## src/rtl/mul_pipe.sv

```systemverilog
// mul_pipe: radix-4 Booth multiplier with carry-save reduction; MADD/MSUB under MUL_PIPE_ACC_EN.
// 3-cycle latency, 1 op/cycle; out_ready low freezes every stage and drops in_ready.
module mul_pipe #(
  parameter int WIDTH = 32,  // even, >= 8
  parameter int TAG_W = 4
) (
  input  logic               mul_clk,
  input  logic               reset,
  input  logic               flush,
  input  logic               in_valid,
  output logic               in_ready,
  input  logic               in_signed,
  input  logic [1:0]         in_op,
  input  logic [WIDTH-1:0]   in_x,
  input  logic [WIDTH-1:0]   in_y,
  input  logic [2*WIDTH-1:0] in_acc,
  input  logic [TAG_W-1:0]   in_tag,
  output logic               out_valid,
  input  logic               out_ready,
  output logic [2*WIDTH-1:0] out_result,
  output logic [TAG_W-1:0]   out_tag,
  output logic               busy
);

  localparam int RW  = 2*WIDTH;
  localparam int XW  = WIDTH + 2;
  localparam int PPW = WIDTH + 3;
  localparam int NPP = WIDTH/2 + 1;

  logic advance;
  logic accept;
  logic s1_vld;
  logic s2_vld;

  assign advance  = !out_valid || out_ready;
  assign in_ready = advance && !flush && !reset;
  assign accept   = in_valid && in_ready;
  assign busy     = s1_vld || s2_vld || out_valid;

  // Booth recoding of the extended multiplier
  logic [XW-1:0]  x_ext;
  logic [XW-1:0]  y_ext;
  logic [XW:0]    y_dig;
  logic [PPW-1:0] pp_x1;
  logic [PPW-1:0] pp_x2;
  logic [PPW-1:0] pp_d [NPP];
  logic [NPP-1:0] neg_d;

  assign x_ext = {{2{in_signed & in_x[WIDTH-1]}}, in_x};
  assign y_ext = {{2{in_signed & in_y[WIDTH-1]}}, in_y};
  assign y_dig = {y_ext, 1'b0};
  assign pp_x1 = {x_ext[XW-1], x_ext};
  assign pp_x2 = {x_ext, 1'b0};

  // Negative digits are emitted as one's complement plus a carry-in bit
  always_comb begin
    for (int i = 0; i < NPP; i++) begin
      pp_d[i]  = '0;
      neg_d[i] = 1'b0;
      case (y_dig[2*i +: 3])
        3'b001, 3'b010: pp_d[i] = pp_x1;
        3'b011:         pp_d[i] = pp_x2;
        3'b100: begin
          pp_d[i]  = ~pp_x2;
          neg_d[i] = 1'b1;
        end
        3'b101, 3'b110: begin
          pp_d[i]  = ~pp_x1;
          neg_d[i] = 1'b1;
        end
        default: ;
      endcase
    end
  end

  logic [PPW-1:0]   s1_pp [NPP];
  logic [NPP-1:0]   s1_neg;
  logic [TAG_W-1:0] s1_tag;
  logic [RW-1:0]    s2_sum;
  logic [RW-1:0]    s2_carry;
  logic [TAG_W-1:0] s2_tag;

  // Partial products aligned to their digit weight, carries gathered into one extra row
  logic [RW-1:0] rows [NPP+1];
  logic [RW-1:0] csa_sum;
  logic [RW-1:0] csa_carry;
  logic [RW-1:0] csa_t;

  always_comb begin
    for (int i = 0; i < NPP; i++) begin
      rows[i] = {{(RW-PPW){s1_pp[i][PPW-1]}}, s1_pp[i]} << (2*i);
    end
    rows[NPP] = '0;
    for (int i = 0; i < NPP; i++) begin
      rows[NPP][2*i] = s1_neg[i];
    end
    csa_sum   = rows[0];
    csa_carry = rows[1];
    csa_t     = '0;
    for (int i = 2; i <= NPP; i++) begin
      csa_t     = csa_sum ^ csa_carry ^ rows[i];
      csa_carry = ((csa_sum & csa_carry) | (csa_sum & rows[i]) | (csa_carry & rows[i])) << 1;
      csa_sum   = csa_t;
    end
  end

  logic [RW-1:0] s3_prod;
  logic [RW-1:0] s3_result;

  assign s3_prod = s2_sum + s2_carry;

`ifdef MUL_PIPE_ACC_EN
  typedef struct packed {
    logic [1:0]    op;
    logic [RW-1:0] acc;
  } acc_t;

  localparam logic [1:0] OP_MADD = 2'b01;
  localparam logic [1:0] OP_MSUB = 2'b10;

  acc_t s1_acc;
  acc_t s2_acc;

  always_comb begin
    case (s2_acc.op)
      OP_MADD: s3_result = s2_acc.acc + s3_prod;
      OP_MSUB: s3_result = s2_acc.acc + ~s3_prod + RW'(1);
      default: s3_result = s3_prod;
    endcase
  end

  always_ff @(posedge mul_clk) begin
    if (advance) begin
      s1_acc <= '{op: in_op, acc: in_acc};
      s2_acc <= s1_acc;
    end
  end
`else
  logic unused_acc_inputs;

  assign unused_acc_inputs = ^{in_op, in_acc};
  assign s3_result         = s3_prod;
`endif

  // Datapath registers: no reset, qualified by the stage valid bits
  always_ff @(posedge mul_clk) begin
    if (advance) begin
      s1_pp    <= pp_d;
      s1_neg   <= neg_d;
      s1_tag   <= in_tag;
      s2_sum   <= csa_sum;
      s2_carry <= csa_carry;
      s2_tag   <= s1_tag;
    end
  end

  always_ff @(posedge mul_clk) begin
    if (reset) begin
      s1_vld     <= 1'b0;
      s2_vld     <= 1'b0;
      out_valid  <= 1'b0;
      out_result <= '0;
      out_tag    <= '0;
    end else if (flush) begin
      s1_vld    <= 1'b0;
      s2_vld    <= 1'b0;
      out_valid <= 1'b0;
    end else if (advance) begin
      s1_vld    <= accept;
      s2_vld    <= s1_vld;
      out_valid <= s2_vld;
      if (s2_vld) begin
        out_result <= s3_result;
        out_tag    <= s2_tag;
      end
    end
  end

endmodule

```

## config.mk

```make
export PLATFORM = sky130hd
export DESIGN_NAME = mul_pipe
export DESIGN_NICKNAME = d
export VERILOG_FILES = /design/src/rtl/mul_pipe.sv
export SDC_FILE = /design/constraint.sdc
export NUM_CORES = 2
export LEC_CHECK = 0
export ABC_AREA = 0
export BUFFER_PORTS_ARGS = -buffer_cell sky130_fd_sc_hd__buf_2
export CORE_ASPECT_RATIO = 0.9
export CORE_MARGIN = 2
export CORE_UTILIZATION = 60
export CTS_CLUSTER_DIAMETER = 40
export DETAILED_ROUTE_END_ITERATION = 7
export PLACE_DENSITY = 0.78
export REMOVE_ABC_BUFFERS = 1
export SYNTH_ARGS = -nofsm -noshare
export SYNTH_HDL_FRONTEND = slang
export SYNTH_SLANG_ARGS = --single-unit
```

## constraint.sdc

```tcl
create_clock -name mul_clk -period 33.1 [get_ports mul_clk]
set_input_delay 3.31 -clock mul_clk [delete_from_list [all_inputs] [get_ports mul_clk]]
set_output_delay 3.31 -clock mul_clk [all_outputs]
set_load 0.005 [all_outputs]
```

==> flow_metrics.py <==
metrics = {
    "outcome": {
        "status": "finished with violations",
        "violations": "DRC",
    },
    "cts": {
        "cts_resized": 0,
        "clockRootBuffer": "clkbuf_16",
        "holdBufCountCts": 0,
        "cts_sinks": 791,
        "cts_max_level": 4,
        "cts_tree": "built",
        "clk_latency_ns": 0.72,
        "clock_path_buffers": 3,
        "numCtsBuffers": 133,
        "path_clk_slew_ns": 0.05,
        "post_cts_buffers": 0,
    },
    "worst_setup_path": {
        "worstPathRequired_ns": 33.56,
        "crit_path_max_fanout": 5,
        "cp-endpoint": "s2_sum[63]",
        "crit_top_cell": "fa_1",
        "end_kind": "register",
        "ff2ff_setup_slack_ns": 23.19,
        "r2r_cells": 19,
        "slowest_delay_ns": 0.69,
        "reg2reg_from": "rows[1121]",
        "slowest_stage": "fa_1",
        "critical_path_class": "reg -> reg",
        "cp_data_arrival_time_ns": 10.37,
        "crit_chain": "fa_1 -> fa_1 -> fa_1 -> fa_1 -> fa_1 -> fa_1 -> fa_1 -> fa_1 -> fa_1 -> fa_1 -> fa_1 -> fa_1 -> fa_1 -> fa_1 -> inv_1 -> fa_1 -> xor2_1 -> xnor2_1 -> xnor2_1",
        "cp-start-kind": "register",
        "r2r-end": "s2_sum[63]",
        "critPathLaunch": "rows[1121]",
    },
    "sta": {
        "setup_ws_ns": 23.19,
        "fmax_mhz": 101,
        "slew_headroom": 0.143,
        "tns_ns": 0,
        "rsz0062_at_grt": "no",
        "layout_worst_path_cycle_share": 0.300,
        "finalClockSkew_ns": 0.0261,
        "drv_slew": 0,
        "tightestPinTransition_ns": 1.28,
        "setup_viol_count_final": 0,
        "min_period_ns": 9.91,
        "hold_violations": 0,
    },
    "grt": {
        "grt_usage": 0.299,
        "grt_antenna_before_repair": 8,
        "grt_pass1_wl_mm": 215,
        "grt_max_degree": 174,
        "grt_pass1_vias": 37800,
        "grt-ovfl-total": 0,
    },
    "die": {
        "initial_core_util": 0.607,
        "dieWidth_um": 321,
        "ioPinCount": 211,
        "die_area_um2": 93100,
        "die_y_um": 290,
        "core-area_um2": 89700,
        "placementRows": 104,
    },
    "yosys": {
        "ys_seq_elements": 791,
        "synth_top_family_by_area": "adder cells",
        "avgSynthCellArea_um2": 11.9,
        "synthArstFlopShare": 0,
        "synth_xor_area_frac": 0.0873,
        "synthMuxAreaShare": 0.00407,
        "synth_area_um2": 54400,
        "yosysSeqAreaShare": 0.424,
        "ys.flop_type": "edfxtp_1",
        "synth_edf_count": 720,
        "yosys.area_share.adder": 0.244,
        "synth-compound-area-share": 0.151,
        "yosysWarningCount": 0,
        "synthSimpleGateAreaFrac": 0.0435,
        "synthCells": 4565,
        "synth_cell_type_count": 76,
    },
    "place": {
        "dpl.hpwl_mm": 92.2,
        "pre_cts_slack_ns": 23.31,
        "gp_congestion": 0.858,
        "port_buffers": 144,
    },
    "run": {
        "cap_violations": 0,
    },
    "final_layout": {
        "multiInputGateArea_um2": 29100,
        "drive_gt1_frac": 0.108,
        "syn_to_final_growth_pct": 10.7,
        "layout_common_cells": "edfxtp_1, fa_1, o21ai_0, xor2_1, a22oi_1",
        "mostFrequentLayoutCell": "edfxtp_1",
        "fin_nets": 5354,
        "regArea_um2": 23000,
        "fillers": 6227,
    },
    "route": {
        "wl_mm": 139,
        "wl_per_cell_um": 24.1,
        "firstDrtPassIters": 8,
        "vias_per_cell": 6.50,
        "antenna_left": 0,
        "drc_errors": 7,
        "detail_route.iter0.violations": 4623,
        "dr_total_vias": 37300,
    },
    "min_path": {
        "hold_path.class": "reg -> reg",
    },
}
==> Yosys cell counts, types with 31 or more instances <==
cell type    n  area share
o21ai_0    499       0.046
a21oi_1    133       0.012
and2_1      46      0.0053
nand2_1    184       0.013
dfxtp_1     71       0.026
edfxtp_1   720        0.40
ha_1       238       0.055
xor2_1     502       0.081
buf_1       60      0.0041
a22oi_1    419       0.058
fa_1       514        0.19
a221o_1     47      0.0086
a21o_1      31      0.0043
xnor2_1     40      0.0064
inv_1      212       0.015
nor2_1     126      0.0087
nand3_1     40      0.0037
clkbuf_1   390       0.027
==> worst min path at each step <==
stage,endpoint,depth (start not counted),from
final,s2_tag[0],0,s1_tag[0]
after global routing,s2_tag[0],0,s1_tag[0]
after CTS,s2_tag[0],0,s1_tag[0]
after detailed placement,s2_tag[0],0,s1_tag[0]
after global placement,s2_tag[3],0,s1_tag[3]
after floorplan,s2_sum[1],0,rows[1089]
==> registers in the layout, indices dropped and copies added, names as in the netlist <==
signal / count
s1_neg: 17
rows: 576
out_result: 64
s2_carry: 55
s1_tag: 4
s2_vld: 1
s2_sum: 64
s2_tag: 4
out_tag: 4
out_valid: 1
s1_vld: 1
==> area by class of cell <==
type,instances,share of cell area
multi-input cells,3101,0.483
flip-flops and latches,791,0.383
clock buffers,153,0.0592
well taps,1166,0.0242
repair buffers,221,0.0218
clock inverters,92,0.0161
inverters,214,0.0135
diodes,3,0.000125
==> worst max-delay path, delay by kind of cell, from the launching register on <==
kind | cells | cell delay [ns]
buf+inv | 1 | 0.05
fa+ha+maj | 15 | 8.59
flops | 1 | 0.52
xor+xnor | 3 | 0.50
==> metal layers <==
layer	track usage	part of all wire
met1	0.423	0.40
met2	0.459	0.46
met3	0.0668	0.11
met4	0.110	0.029
met5	0	0.00019
==> cells by family after synthesis <==
group	after synthesis
flip-flops	791
buffers and inverters	673
other	1
adder cells (fa/ha/maj)	752
XOR/XNOR	542
AO/OA/AOI/OAI	1277
multiplexers	22
AND/OR/NAND/NOR	507
==> stage by stage <==
step	util	hold WS, ns	std cells	cell area [um2]
finish	0.672	0.420	5741	60200
global route	0.672	0.434	5741	60200
CTS	0.672	0.419	5738	60200
detailed placement	0.621	0.406	5493	55700
global placement	0.621	0.403	5493	55700
floorplan	-	0.400	4106	52700
Power is not shown: default switching activity piles up to over one toggle a cycle in this logic, so the estimate is an artifact.
